==> src/rtl/button_conditioner_if.sv <==
// Button-side bundle: raw asynchronous button levels in, conditioned
// note levels and one-hot navigation press pulses out.
interface button_conditioner_if #(
  parameter int N_NOTES = 8
);
  logic [N_NOTES-1:0] raw_notes;
  logic               raw_up;
  logic               raw_center;
  logic               raw_down;
  logic [N_NOTES-1:0] notes;
  logic               up_pulse;
  logic               center_pulse;
  logic               down_pulse;

  modport master (
    output raw_notes, raw_up, raw_center, raw_down,
    input  notes, up_pulse, center_pulse, down_pulse
  );

  modport slave (
    input  raw_notes, raw_up, raw_center, raw_down,
    output notes, up_pulse, center_pulse, down_pulse
  );
endinterface

==> src/rtl/button_conditioner.sv <==
// Synchronises and debounces note and navigation buttons; navigation presses
// become single-cycle pulses, arbitrated center > up > down.
module button_conditioner #(
  parameter int DEBOUNCE_CYCLES = 2_000_000,
  parameter int N_NOTES         = 8
) (
  input  logic                 clk,
  input  logic                 rst_n,
  button_conditioner_if.slave  btn
);

  localparam int NCH    = N_NOTES + 3;
  localparam int CW     = $clog2(DEBOUNCE_CYCLES);
  localparam int UP     = N_NOTES;
  localparam int CENTER = N_NOTES + 1;
  localparam int DOWN   = N_NOTES + 2;
  localparam logic [CW-1:0] CNT_MAX = CW'(DEBOUNCE_CYCLES - 1);

  logic [NCH-1:0] raw_all;
  logic [NCH-1:0] s1;
  logic [NCH-1:0] s2;
  logic [NCH-1:0] stb;
  logic [NCH-1:0] stb_next;
  logic [CW-1:0]  cnt      [NCH];
  logic [CW-1:0]  cnt_next [NCH];
  logic [2:0]     nav_rise;
  logic           up_win;
  logic           center_win;
  logic           down_win;
  logic           up_q;
  logic           center_q;
  logic           down_q;

  assign raw_all = {btn.raw_down, btn.raw_center, btn.raw_up, btn.raw_notes};

  always_ff @(posedge clk or negedge rst_n) begin
    if (!rst_n) begin
      s1 <= '0;
      s2 <= '0;
    end else begin
      s1 <= raw_all;
      s2 <= s1;
    end
  end

  // Any sample matching the accepted level restarts the count, so only an
  // unbroken run of DEBOUNCE_CYCLES differing samples is accepted.
  always_comb begin
    stb_next = stb;
    for (int c = 0; c < NCH; c++) begin
      cnt_next[c] = '0;
      if (s2[c] != stb[c]) begin
        if (cnt[c] == CNT_MAX) begin
          stb_next[c] = s2[c];
        end else begin
          cnt_next[c] = cnt[c] + 1'b1;
        end
      end
    end
  end

  always_ff @(posedge clk or negedge rst_n) begin
    if (!rst_n) begin
      stb <= '0;
      for (int c = 0; c < NCH; c++) begin
        cnt[c] <= '0;
      end
    end else begin
      stb <= stb_next;
      for (int c = 0; c < NCH; c++) begin
        cnt[c] <= cnt_next[c];
      end
    end
  end

  // Losing rises are dropped outright; their stable level still updates.
  assign nav_rise   = stb_next[DOWN:UP] & ~stb[DOWN:UP];
  assign center_win = nav_rise[CENTER-UP];
  assign up_win     = nav_rise[0] & ~nav_rise[CENTER-UP];
  assign down_win   = nav_rise[DOWN-UP] & ~nav_rise[CENTER-UP] & ~nav_rise[0];

  always_ff @(posedge clk or negedge rst_n) begin
    if (!rst_n) begin
      up_q     <= 1'b0;
      center_q <= 1'b0;
      down_q   <= 1'b0;
    end else begin
      up_q     <= up_win;
      center_q <= center_win;
      down_q   <= down_win;
    end
  end

  assign btn.notes        = stb[N_NOTES-1:0];
  assign btn.up_pulse     = up_q;
  assign btn.center_pulse = center_q;
  assign btn.down_pulse   = down_q;

endmodule
==> src/flat_wrapper.sv <==
// flat-port wrapper written by rule: the top's interface ports become plain ports
module button_conditioner_flat 
#(
  parameter int DEBOUNCE_CYCLES = 2_000_000,
  parameter int N_NOTES         = 8
)
  (clk, rst_n, btn_raw_notes, btn_raw_up, btn_raw_center, btn_raw_down, btn_notes, btn_up_pulse, btn_center_pulse, btn_down_pulse);
  button_conditioner_if #(.N_NOTES(N_NOTES)) btn_i ();
  input  logic clk;
  input  logic rst_n;
  input wire logic [$bits(btn_i.raw_notes)-1:0] btn_raw_notes;
  input wire logic [$bits(btn_i.raw_up)-1:0] btn_raw_up;
  input wire logic [$bits(btn_i.raw_center)-1:0] btn_raw_center;
  input wire logic [$bits(btn_i.raw_down)-1:0] btn_raw_down;
  output wire logic [$bits(btn_i.notes)-1:0] btn_notes;
  output wire logic [$bits(btn_i.up_pulse)-1:0] btn_up_pulse;
  output wire logic [$bits(btn_i.center_pulse)-1:0] btn_center_pulse;
  output wire logic [$bits(btn_i.down_pulse)-1:0] btn_down_pulse;
  assign btn_i.raw_notes = btn_raw_notes;
  assign btn_i.raw_up = btn_raw_up;
  assign btn_i.raw_center = btn_raw_center;
  assign btn_i.raw_down = btn_raw_down;
  assign btn_notes = btn_i.notes;
  assign btn_up_pulse = btn_i.up_pulse;
  assign btn_center_pulse = btn_i.center_pulse;
  assign btn_down_pulse = btn_i.down_pulse;
  button_conditioner #(.DEBOUNCE_CYCLES(DEBOUNCE_CYCLES), .N_NOTES(N_NOTES)) u_core (.clk(clk), .rst_n(rst_n), .btn(btn_i));
endmodule
==> config.mk <==
export PLATFORM = sky130hd
export DESIGN_NAME = button_conditioner_flat
export DESIGN_NICKNAME = d
export VERILOG_FILES = /design/src/rtl/button_conditioner_if.sv /design/src/rtl/button_conditioner.sv /design/src/flat_wrapper.sv
export SDC_FILE = /design/constraint.sdc
export NUM_CORES = 1
export LEC_CHECK = 0
export CAP_MARGIN = 20
export CORE_AREA = 3 3 155 142
export DETAILED_ROUTE_END_ITERATION = 8
export DIE_AREA = 0 0 158 145
export GPL_TIMING_DRIVEN = 0
export HOLD_SLACK_MARGIN = 0.06
export PLACE_DENSITY = 0.78
export SLEW_MARGIN = 20
export SYNTH_ARGS = -nofsm -noshare
export SYNTH_HDL_FRONTEND = slang
export SYNTH_SLANG_ARGS = --single-unit
==> constraint.sdc <==
create_clock -name clk -period 2.3 [get_ports clk]
set_input_delay 0.575 -clock clk [delete_from_list [all_inputs] [get_ports clk]]
set_output_delay 0.575 -clock clk [all_outputs]
set_load 0.02 [all_outputs]
# [Word level (Yosys, flattened, before mapping)]
# Index checks and enable logic that the tools add are counted.
[word_totals] reg_bits=267
[classes] n_addsub=11 n_reduce_logical=8 eq_ne=22 bitwise=7 n_mux=28
[op_table] operator="2-to-1 mux 21 bit" n=22
[op_table] operator="adder 21 x 1 -> 21 bit (second input constant)" n=11
[op_table] operator="== test 21 bit (second input constant)" n=11
[op_table] operator="AND reduction 2 bit" n=8
[op_table] operator="!= test 1 bit" n=11
[op_table] operator="2-to-1 mux 1 bit" n=6
[op_table] operator="AND 1 bit" n=3
[op_table] operator="AND 3 bit" n=1
[op_table] operator="inverter 3 bit" n=1
[op_table] operator="inverter 1 bit" n=2

# [Longest topological paths before layout]
[logic_depth] depth_word=7 mapped_depth=7 depth_no_buf=5

# [Least setup slack after synthesis]
# Ideal clock, no wire load.
[synth_path] kind="reg-to-reg" startpoint="reg u_core.cnt[79] (netlist name)" endpoint="reg u_core.stb[7]" setup_slack_ns=0.186 path_stages_with_launch=5 n_path_buf=0 arrival_time_ns=1.989 path_cell_list="dfrtp_1 -> or4b_2 -> or4_1 -> nor2_1 -> mux2_2"
[synth_via] elab_chain_len=2
[synth_lines] item="start: declaration" line="button_conditioner.sv:24" rtl="logic [CW-1:0] cnt [NCH];"
[synth_lines] item="start signal: indexed assignment" line="button_conditioner.sv:71" rtl="cnt[c] <= cnt_next[c];"
[synth_lines] item="== test 21 bit" line="button_conditioner.sv:53" rtl="if (cnt[c] == CNT_MAX) begin"
[synth_lines] item="AND reduction 2 bit (no source line)"
[synth_lines] item="end signal: assignment" line="button_conditioner.sv:69" rtl="stb <= stb_next;"
[synth_lines] item="end: declaration" line="button_conditioner.sv:22" rtl="logic [NCH-1:0] stb;"
# No other way between the ends.
# A chain may end at the register's enable or synchronous reset.

# [Worst setup path in the final report]
[layout_path] startpoint="reg u_core.cnt[71] (netlist name)" endpoint="reg u_core.stb[7]"
# The elaborated chain is that of the path after synthesis.

==> summary.txt <==
Setup path
  – Crit path max-delay family: simple AND/OR/NAND/NOR gates
  – Worst Path Required: about 2.7 ns
  – Endpoint kind of the worst setup timing path: flop
  – Data arrival time of the critical path: ~2.6 ns
  – Largest driver fanout on the critical path: 5
  – Slowest stage cell, crit path: sky130_fd_sc_hd__or4b_2
  – Worst Setup Path Type: reg -> reg
  – Worst stage delay on the critical path: between 0.6 and 0.7 ns
  – Setup slack, reg-to-reg: 0.08 ns
  – Depth of the critical timing path with buffers and inverters included: 4
  – Buffering stage count on the worst path with inverters included: 0
  – Critical R2R Capture: u_core.stb[7]
  – Depth of the most critical reg-to-reg path: 4
  – Critical path capture point: u_core.stb[7]
  – Kind of start point of the critical path: flop
  – Launch point of the worst reg-to-reg path: u_core.cnt[71]
  – Cell Chain, Critical Path: or4b_2, or4_1, nor2_1, mux2_2
  – Startpoint of the most critical setup path: u_core.cnt[71]

Yosys
  – Mean Syn Cell Area: roughly 10 um^2
  – Cell type with the largest total area after synthesis: sky130_fd_sc_hd__dfrtp_1
  – Synth Flop Type: sky130_fd_sc_hd__dfrtp_1
  – Top area cells in the synthesized netlist: sky130_fd_sc_hd__dfrtp_1 52%, sky130_fd_sc_hd__xnor2_1 5.9%, sky130_fd_sc_hd__nor2_1 4.9%
  – Leading cell type by number of instances after synthesis: sky130_fd_sc_hd__dfrtp_1
  – Number of different library cells in the post-synthesis netlist: between 50 and 60
  – Share of synthesized registers carrying an async set or reset: 100%
  – Register area share after synthesis: between 50 and 60%
  – Number of nets in the synthesized netlist: 1311
  – Area share of the largest cell type after synthesis: roughly half
  – Total of warnings raised by yosys: 0
  – Cells after Synth: around 1300
  – Most frequent cells after synthesis: 267 x sky130_fd_sc_hd__dfrtp_1, 168 x sky130_fd_sc_hd__nor2_1, 87 x sky130_fd_sc_hd__xnor2_1, 76 x sky130_fd_sc_hd__nand3_1, 71 x sky130_fd_sc_hd__a21oi_1
  – Number of flops mapped to enable cells by yosys: 0
  – Cell area after synthesis: 0.0129 mm^2
  – Number of synthesized register bits: ~270

Route
  – Drc violations: 0
  – Routed len/inst: about 15 um
  – Detailed-routing iteration count for the pre-antenna-repair pass: 4
  – Total wire length: roughly 24000 um
  – Post-route ant nets: 0
  – DR vias/cell: just under 6
  – Total via count after detailed routing: 9561
  – Iter 0 DRT Violations: 581

Run
  – Number of max-cap violations: 0

Pwr
  – Max rail drop VDD: between 400 and 500 uV
  – Power Total: around 0.0097 W
  – Power density of the placed cells: between 600 and 700 mW/mm^2
  – Leakage power of the design: 5.82 nW

CTS
  – Clock tree sinks: 267
  – Clock root buffer: sky130_fd_sc_hd__clkbuf_16
  – H-tree Lvls: 1
  – CTS Buf Count: 26
  – Insertion delay to the later sink of the worst-skew pair: around 0.54 ns
  – Clock tree from TritonCTS: built
  – CTS max path bufs: 3
  – Clock-pin slew of the registers on the worst-case setup and hold paths: ~0.060 ns

Floorplan
  – Die Height: roughly 150 um
  – I/O pins: 24
  – Die Wd: ~160 um
  – Total number of placement rows: 50
  – Effective utilization at floorplan: a little over three fifths
  – Die area: about 0.023 mm^2
  – Placeable core region: around 0.021 mm^2

Cells and area
  – Count of placed standard cells in the final layout, fillers left out: 1627
  – Share of layout cells above drive strength 1: between 8 and 9%
  – Net total in the final layout: around 1400
  – Syn-to-layout area delta: 13.1%
  – Final instance area: 0.0146 mm^2
  – ANT cells: 0

STA
  – Period utilization: a little over nine tenths
  – Final worst clock skew: 0.0156 ns
  – Tmin final: 2.22 ns
  – Post-route setup slack: 0.0796 ns
  – Final sum of negative setup slack: 0 ns
  – Hold Fails Final Rpt: 0
  – Final max-slew violation count: 0
  – Maximum clock rate: around 450 MHz
  – Slew at the pin closest to its max-slew limit: ~0.47 ns
  – Setup violators final: 0
  – Worst slew margin relative to its limit: between 60% and 70%

Global route
  – Wire length of the first global-routing pass: roughly 43000 um
  – Number of global-route vias before repair: approximately 9000
  – Grt ovf: 0
  – Pin count of the biggest net entering global routing: 93
  – Number of antenna violations at the first check in global routing: 0
  – GRT Resource Usage Total: between 20 and 25%

Placed design
  – Sum of net half-perimeters after detailed placement: ~16000 um
  – Placer Congestion: 0.841
  – Input/output buffers: 23
  – DP Cell Count: ~1600
  – Post-place instance area: 0.0135 mm^2
  – Post-Place Worst Slack: -0.176 ns

Worst hold path
  – Hold Crit Class: reg -> reg

Outcome
  – Status: complete, no violations
[per-stage QoR]
stage	hold WS, ns	util (%)
after CTS	0.350	70.3
after detailed placement	0.336	65.7
after global routing	0.356	70.7
after global placement	0.332	65.3
final	0.348	70.7
after floorplan	0.279	-
[worst register-to-register path, cell delays in order (launching register included)]
cell and delay, ns:
sky130_fd_sc_hd__dfrtp_1 0.43, sky130_fd_sc_hd__or4b_2 0.64, sky130_fd_sc_hd__or4_1 0.57, sky130_fd_sc_hd__nor2_1 0.12, sky130_fd_sc_hd__mux2_2 0.34
[metal layers]
metal  track usage, %  up-vias  routed length, um
li1                 -     4752                  -
met1             32.4     4648              11600
met2             33.7      125              11300
met3             2.77       36                615
met4             4.95        0                477
met5                0        -                  0
[area by class of cell]
class                   count  area [um^2]
clock inverters            15          221
flip-flops and latches    267         6680
multi-input cells         932         5820
inverters                  44          165
clock buffers              32          713
well taps                 260          325
repair buffers             34          383
plain buffers              43          253
fillers                  1519         6020
[report_power, final]
group / switching, W / internal (W)
combinational: 0.000215 / 0.000113
clock: 0.00183 / 0.00277
sequential: 0.0000605 / 0.00476
[cells by family after synthesis]
logic type	after synthesis	share of synthesized area, %
compound gates	158	7.16
mux	10	0.874
xor+xnor	147	10.0
buf+inv	88	3.22
fa+ha+maj	11	1.07
flops	267	51.9
simple gates	606	25.8
[registers in the layout (all words and copies together), names as in the netlist]
register	count
u_core.cnt	231
u_core.s1	11
u_core.s2	11
u_core.stb	11
u_core.btn.center_pulse	1
u_core.btn.down_pulse	1
u_core.btn.up_pulse	1
[repair_timing]
item                       CTS  global route
pin swaps                    0             3
hold endpoints to repair    37             0
gates resized for setup      1            17
hold buffers                 1             0
setup endpoints to repair   10            97
setup buffers                0             7
[placed cells by master, fill, tap and decap left out, drive strengths merged, types with 21 or more instances in the layout]
cell	netlist	routed
dfrtp	267	267
nor2	168	168
xnor2	87	87
nand3	77	77
a21oi	72	72
nand2	69	69
nand4	64	64
xor2	60	60
or3	54	54
o21ai	51	51
clkbuf	19	51
inv	44	44
or4	39	39
buf	25	35
nor4	33	33
nor3	25	25
o31ai	25	25
and4	23	23
clkdlybuf4s50	0	21
[worst min-delay path by stage]
stage                             start                 endpoint  slack [ns]  depth (start not counted)
final                      u_core.s1[2]             u_core.s2[2]        0.35                          0
after global routing       u_core.s1[4]             u_core.s2[4]        0.36                          0
after CTS                 u_core.s1[10]            u_core.s2[10]        0.35                          0
after detailed placement  u_core.s1[10]            u_core.s2[10]        0.34                          0
after global placement    u_core.s1[10]            u_core.s2[10]        0.33                          0
after floorplan                   rst_n  u_core.btn.center_pulse        0.28                          0
Power figures use the tool's default switching activity.
